<file path="config.mk">
export PLATFORM = sky130hd
export DESIGN_NAME = burst_ram_arbiter
export DESIGN_NICKNAME = d
export VERILOG_FILES = /design/src/rtl/burst_ram_arbiter_pkg.sv /design/src/rtl/rr_pick2.sv /design/src/rtl/burst_ram_arbiter.sv
export SDC_FILE = /design/constraint.sdc
export NUM_CORES = 1
export LEC_CHECK = 0
export CAP_MARGIN = 10
export CORE_AREA = 2 2 177 179
export CTS_BUF_LIST = sky130_fd_sc_hd__clkbuf_16
export CTS_CLUSTER_DIAMETER = 50
export DETAILED_ROUTE_END_ITERATION = 6
export DIE_AREA = 0 0 179 181
export GPL_ROUTABILITY_DRIVEN = 1
export PLACE_DENSITY = 0.48
export SLEW_MARGIN = 25
export SYNTH_ARGS = -nofsm -noshare
export SYNTH_HDL_FRONTEND = slang
export SYNTH_SLANG_ARGS = --single-unit
</file>
<file path="constraint.sdc">
create_clock -name clk -period 4.6 [get_ports clk]
set_clock_uncertainty 0.1 [all_clocks]
set_input_delay 0.92 -clock clk [delete_from_list [all_inputs] [get_ports clk]]
set_output_delay 0.92 -clock clk [all_outputs]
set_load 0.01 [all_outputs]
</file>
<file path="src/rtl/burst_ram_arbiter_pkg.sv">
// Shared types and constants for the two-client BurstRAM arbiter.
// Latency: none (declarations only).
// Backpressure: not applicable.
package burst_ram_arbiter_pkg;

   localparam int BR_DATA_W = 64;
   localparam int BR_MASK_W = 8;

   typedef enum logic [1:0] {
      IDLE  = 2'd0,
      ISSUE = 2'd1,
      WRITE = 2'd2,
      READ  = 2'd3
   } state_t;

   // Index of a client port: 0 or 1.
   typedef logic owner_t;

endpackage

</file>
<file path="src/rtl/rr_pick2.sv">
// Two-way round-robin pick: on a tie the client that did not own the port last wins.
// Latency: purely combinational.
// Backpressure: none; caller decides when the grant is taken.
module rr_pick2
   import burst_ram_arbiter_pkg::*;
(
   input  logic [1:0] req,
   input  owner_t     last_owner,
   output logic       grant_valid,
   output owner_t     grant
);

   // Single requester wins outright; a tie goes to the client that waited.
   always_comb begin
      grant_valid = |req;
      grant       = 1'b0;
      case (req)
         2'b10:   grant = 1'b1;
         2'b11:   grant = ~last_owner;
         default: grant = 1'b0;
      endcase
   end

endmodule

</file>
<file path="src/rtl/burst_ram_arbiter.sv">
// Shares one BurstRAM command/data port between two clients, one whole burst at a time.
// Latency: request seen in IDLE at cycle T gives br_cmd_en and ack at T+1.
// Backpressure: br_busy or !br_init_calib stall arbitration in IDLE only; clients hold cmd_en until ack.
module burst_ram_arbiter
   import burst_ram_arbiter_pkg::*;
#(
   parameter int DEPTH_BITWIDTH = 9,
   parameter int BURST_COUNT    = 4
)(
   input  logic                      clk,
   input  logic                      rst,
   input  logic                      c0_cmd,
   input  logic                      c0_cmd_en,
   input  logic [DEPTH_BITWIDTH-1:0] c0_addr,
   input  logic [BR_DATA_W-1:0]      c0_wr_data,
   input  logic [BR_MASK_W-1:0]      c0_data_mask,
   output logic                      c0_ack,
   output logic [BR_DATA_W-1:0]      c0_rd_data,
   output logic                      c0_rd_data_valid,
   input  logic                      c1_cmd,
   input  logic                      c1_cmd_en,
   input  logic [DEPTH_BITWIDTH-1:0] c1_addr,
   input  logic [BR_DATA_W-1:0]      c1_wr_data,
   input  logic [BR_MASK_W-1:0]      c1_data_mask,
   output logic                      c1_ack,
   output logic [BR_DATA_W-1:0]      c1_rd_data,
   output logic                      c1_rd_data_valid,
   output logic                      br_cmd,
   output logic                      br_cmd_en,
   output logic [DEPTH_BITWIDTH-1:0] br_addr,
   output logic [BR_DATA_W-1:0]      br_wr_data,
   output logic [BR_MASK_W-1:0]      br_data_mask,
   input  logic [BR_DATA_W-1:0]      br_rd_data,
   input  logic                      br_rd_data_valid,
   input  logic                      br_busy,
   input  logic                      br_init_calib,
   output logic                      stray_valid
);

   localparam int CW = $clog2(BURST_COUNT);
   localparam logic [CW-1:0] LAST_BEAT = CW'(BURST_COUNT - 1);

   state_t        state;
   owner_t        owner;
   owner_t        last_owner;
   logic [CW-1:0] beat_cnt;
   logic          grant_valid;
   owner_t        grant;

   rr_pick2 u_pick (
      .req         ({c1_cmd_en, c0_cmd_en}),
      .last_owner  (last_owner),
      .grant_valid (grant_valid),
      .grant       (grant)
   );

   // Main FSM: arbitrate, issue one command, then hold the port for exactly one burst.
   always_ff @(posedge clk or posedge rst) begin
      if (rst) begin
         state        <= IDLE;
         owner        <= 1'b0;
         last_owner   <= 1'b1;
         beat_cnt     <= '0;
         br_cmd       <= 1'b0;
         br_cmd_en    <= 1'b0;
         br_addr      <= '0;
         br_data_mask <= '0;
         c0_ack       <= 1'b0;
         c1_ack       <= 1'b0;
      end else begin
         case (state)
            IDLE: begin
               if (br_init_calib && !br_busy && grant_valid) begin
                  owner        <= grant;
                  br_cmd       <= grant ? c1_cmd       : c0_cmd;
                  br_addr      <= grant ? c1_addr      : c0_addr;
                  br_data_mask <= grant ? c1_data_mask : c0_data_mask;
                  br_cmd_en    <= 1'b1;
                  c0_ack       <= ~grant;
                  c1_ack       <= grant;
                  state        <= ISSUE;
               end
            end
            ISSUE: begin
               br_cmd_en  <= 1'b0;
               c0_ack     <= 1'b0;
               c1_ack     <= 1'b0;
               last_owner <= owner;
               // Beat 0 of a write goes out in this cycle, so the write count starts at 1.
               beat_cnt   <= br_cmd ? CW'(1) : '0;
               state      <= br_cmd ? WRITE : READ;
            end
            WRITE: begin
               if (beat_cnt == LAST_BEAT) state <= IDLE;
               else                       beat_cnt <= beat_cnt + CW'(1);
            end
            READ: begin
               if (br_rd_data_valid) begin
                  if (beat_cnt == LAST_BEAT) state <= IDLE;
                  else                       beat_cnt <= beat_cnt + CW'(1);
               end
            end
            default: state <= IDLE;
         endcase
      end
   end

   // Sticky flag for read beats arriving when no read burst owns the port.
   always_ff @(posedge clk or posedge rst) begin
      if (rst)                                                   stray_valid <= 1'b0;
      else if (br_rd_data_valid && (state == IDLE || state == WRITE)) stray_valid <= 1'b1;
   end

   assign br_wr_data       = (state == ISSUE || state == WRITE) ? (owner ? c1_wr_data : c0_wr_data) : '0;
   assign c0_rd_data       = br_rd_data;
   assign c1_rd_data       = br_rd_data;
   assign c0_rd_data_valid = (state == READ) && !owner && br_rd_data_valid;
   assign c1_rd_data_valid = (state == READ) &&  owner && br_rd_data_valid;

endmodule
</file>
==> results_dict.tcl <==
set metrics [dict create \
    outcome "finished clean" \
    switching_power_mw 1.220 \
    io_pins 451 \
    p_per_area_nw_per_um2 549.7 \
    postCtsSetupBuffers 0 \
    rsz0062_at_grt "false" \
    ant_nets 0 \
    grt_pass1_vias 3106 \
    netlist_area_um2 3482 \
    avgViaCountPerCell 3.214 \
    maxSlewViolCount 0 \
    leakagePower_nw 2.178 \
    io_buffers 258 \
    p_seq_share_pct 15.7 \
    initial_utilization_pct 11.47 \
    synth_edf_count 0 \
    gp_congestion 0.7149 \
    synth-seq-area-share_pct 20.16 \
    n_antenna_cell 0 \
    holdWs_ns 0.3810 \
    hp-class "reg2reg" \
    syn_to_final_growth_pct 61.80 \
    grt_overflow_total 0 \
    reg2reg_depth 6 \
    yosys-top-cells-count "buf_4 (133), mux2i_1 (84), nor2b_1 (64), dfrtp_1 (27), nand2_1 (25)" \
    die_w_um 179 \
    drc 0 \
    fin_crit_sh_pct 79.77 \
    grt_pass1_wl_um 18950 \
    clock-sinks 28 \
    cap_viol_max_count 0 \
    dp_hpwl_um 11140 \
    multi_input_area_um2 1692 \
    critPathLaunchType "flop" \
    crit_start "state[1]" \
    dr_total_vias 2963 \
    clkTransAtPathRegs_ns 0.08 \
    worstSetupPathType "reg2out" \
    ff_latch_area_um2 705.7 \
    avgSynthCellArea_um2 8.556 \
    yosysMostFrequentCell "buf_4" \
    drt_first_pass_iters 4 \
    grt.total_usage_pct 7.722 \
    postSynth.asyncResetShare_pct 100.0 \
    syn_nets 647 \
    synth_top_cell_by_area "buf_4" \
    drt_iter0_drc 51 \
    post-route-util_pct 18.56 \
    required_ns 3.58 \
    routedWlPerCell_um 14.44 \
    cp.arrival_ns 2.65 \
    rr_startpoint "state[1]" \
    std_cell_rows 64 \
    clkPwrFrac_pct 6.8 \
    ys_seq_elements 28 \
    rrSetupSlack_ns 2.64 \
    clk_path_buf_depth 2 \
    cts_buffers 3 \
    cp-end-kind "output port" \
    endpoint "br_wr_data[55]" \
    syn-instance-count 407 \
    netlist.area_leader.share_pct 28.67 \
    root_buffer "clkbuf_16" \
    grt_max_degree 44 \
    core_region_area_um2 30350 \
    yosys_warnings 0 \
    peakVddDrop_uv 204.3 \
    p_comb_share_pct 77.6 \
    r2r-end "br_data_mask[6]" \
    yosys-top-cells-area "buf_4 (29%), mux2i_1 (24%), dfrtp_1 (19%)" \
    worst-path-max-fanout 37 \
    drive_gt1_share_pct 3.612 \
    finalWirelength_um 13320 \
    cts_resized 0 \
    antenna_found_initial 0 \
    fmax_ghz 0.2725 \
    final.setup.tns_ns 0 \
    power_mw 3.097 \
    insertion_delay_ns 0.26 \
    tightest_slew_ns 0.7869 \
    maxSlewHeadroom_pct 47.48 \
    synth_flop_cell "dfrtp_1" \
    fp.dieH_um 181 \
    synth_cell_types 27 \
    cts_tree "done" \
    ctsHoldBuffers 0 \
    htreeDepth 1 \
    hold_viol_final 0 \
    nets 767 \
    die_area_um2 32400 \
    min_period_ns 3.669 \
    finalSetupViolCount 0 \
    sw_frac_of_total_pct 39.41 \
    p_int_mw 1.877 \
    n_fill_cell 3361 \
]
## kinds of logic after synthesis
group	after synthesis	synth area share (%)
AO/OA/AOI/OAI	33	5.857
adder cells (fa/ha/maj)	5	1.797
buffers and inverters	155	31.33
flip-flops	28	20.16
multiplexers	87	25.12
AND/OR/NAND/NOR	99	15.74
## worst max-delay path: stages (launching register included)
cell	delay [ns]
dfrtp_1	0.43
inv_1	0.10
ha_2	0.71
buf_4	0.34
nor2b_1	0.19
clkdlybuf4s50_1	0.56
## metrics by stage
| step | area [um2] | cells | setup slack (ns) |
|---|---|---|---|
| 6_report | 5634 | 922 | 0.9307 |
| 5_1_grt | 5634 | 922 | 0.7183 |
| 4_1_cts | 5634 | 922 | 0.8414 |
| 3_5_place_dp | 5555 | 918 | 1.163 |
| 3_3_place_gp | 5555 | 918 | 1.209 |
| 2_1_floorplan | 3482 | 407 | 2.193 |
## flip-flops by register name (all words and copies together), names as in the netlist
signal,cells
beat_cnt,2
br_addr,9
br_cmd,1
br_cmd_en,1
br_data_mask,8
c0_ack,1
c1_ack,1
last_owner,1
owner,1
state,2
stray_valid,1
## layout make-up
type | instances | share of cell area (%)
repair buffers | 264 | 46.86
multi-input cells | 224 | 30.02
flip-flops and latches | 28 | 12.52
well taps | 396 | 8.794
clock buffers | 3 | 1.332
inverters | 6 | 0.3997
clock inverters | 1 | 0.06662
## worst min path at each step
stage	from	to	slack (ns)	cells past startpoint
floorplan	beat_cnt[0]	beat_cnt[0]	0.35	1
global placement	stray_valid	stray_valid	0.36	1
detailed placement	stray_valid	stray_valid	0.36	1
CTS	stray_valid	stray_valid	0.39	1
global route	br_addr[0]	br_addr[0]	0.41	2
finish	stray_valid	stray_valid	0.38	1
## metal layers
metal / vias up / global-route usage, % / routed length (um)
met3: 50 / 2.925 / 1304
met1: 1294 / 8.365 / 4946
met4: 0 / 3.122 / 472
met5: - / 0 / 0
met2: 173 / 13.40 / 6595
li1: 1446 / - / -
## layout by cell type, fill, tap and decap left out
cell type	Yosys	final
nor2b_1	64	64
nand2_1	25	25
or3_1	1	1
o211ai_2	1	1
dfstp_2	1	1
mux2i_1	84	84
a22o_1	2	2
buf_4	133	5
buf_12	0	1
dfrtp_1	27	26
nor2_1	4	4
o21ai_1	1	1
nand2b_1	2	2
ha_2	0	1
ha_1	5	4
inv_1	6	7
a21boi_2	1	1
o31ai_1	1	1
clkbuf_16	0	3
dfrtp_4	0	1
clkdlybuf4s50_1	0	258
mux2_2	3	3
and3_1	1	1
o2111ai_2	1	1
o211ai_1	1	1
or2_2	1	1
o21ai_0	20	20
nand3b_1	1	1
a21oi_1	3	3
a31oi_1	2	2
## power by group through the flow
stage / clock network, mW / registers, mW / logic (mW)
final: 0.210 / 0.485 / 2.40
after global routing: 0.232 / 0.505 / 2.59
after detailed placement: 0 / 0.496 / 2.44
after global placement: 0 / 0.492 / 2.45
after floorplan: 0 / 0.459 / 1.28
after CTS: 0.223 / 0.492 / 2.46
No activity file was read; power rests on OpenSTA's default activity.
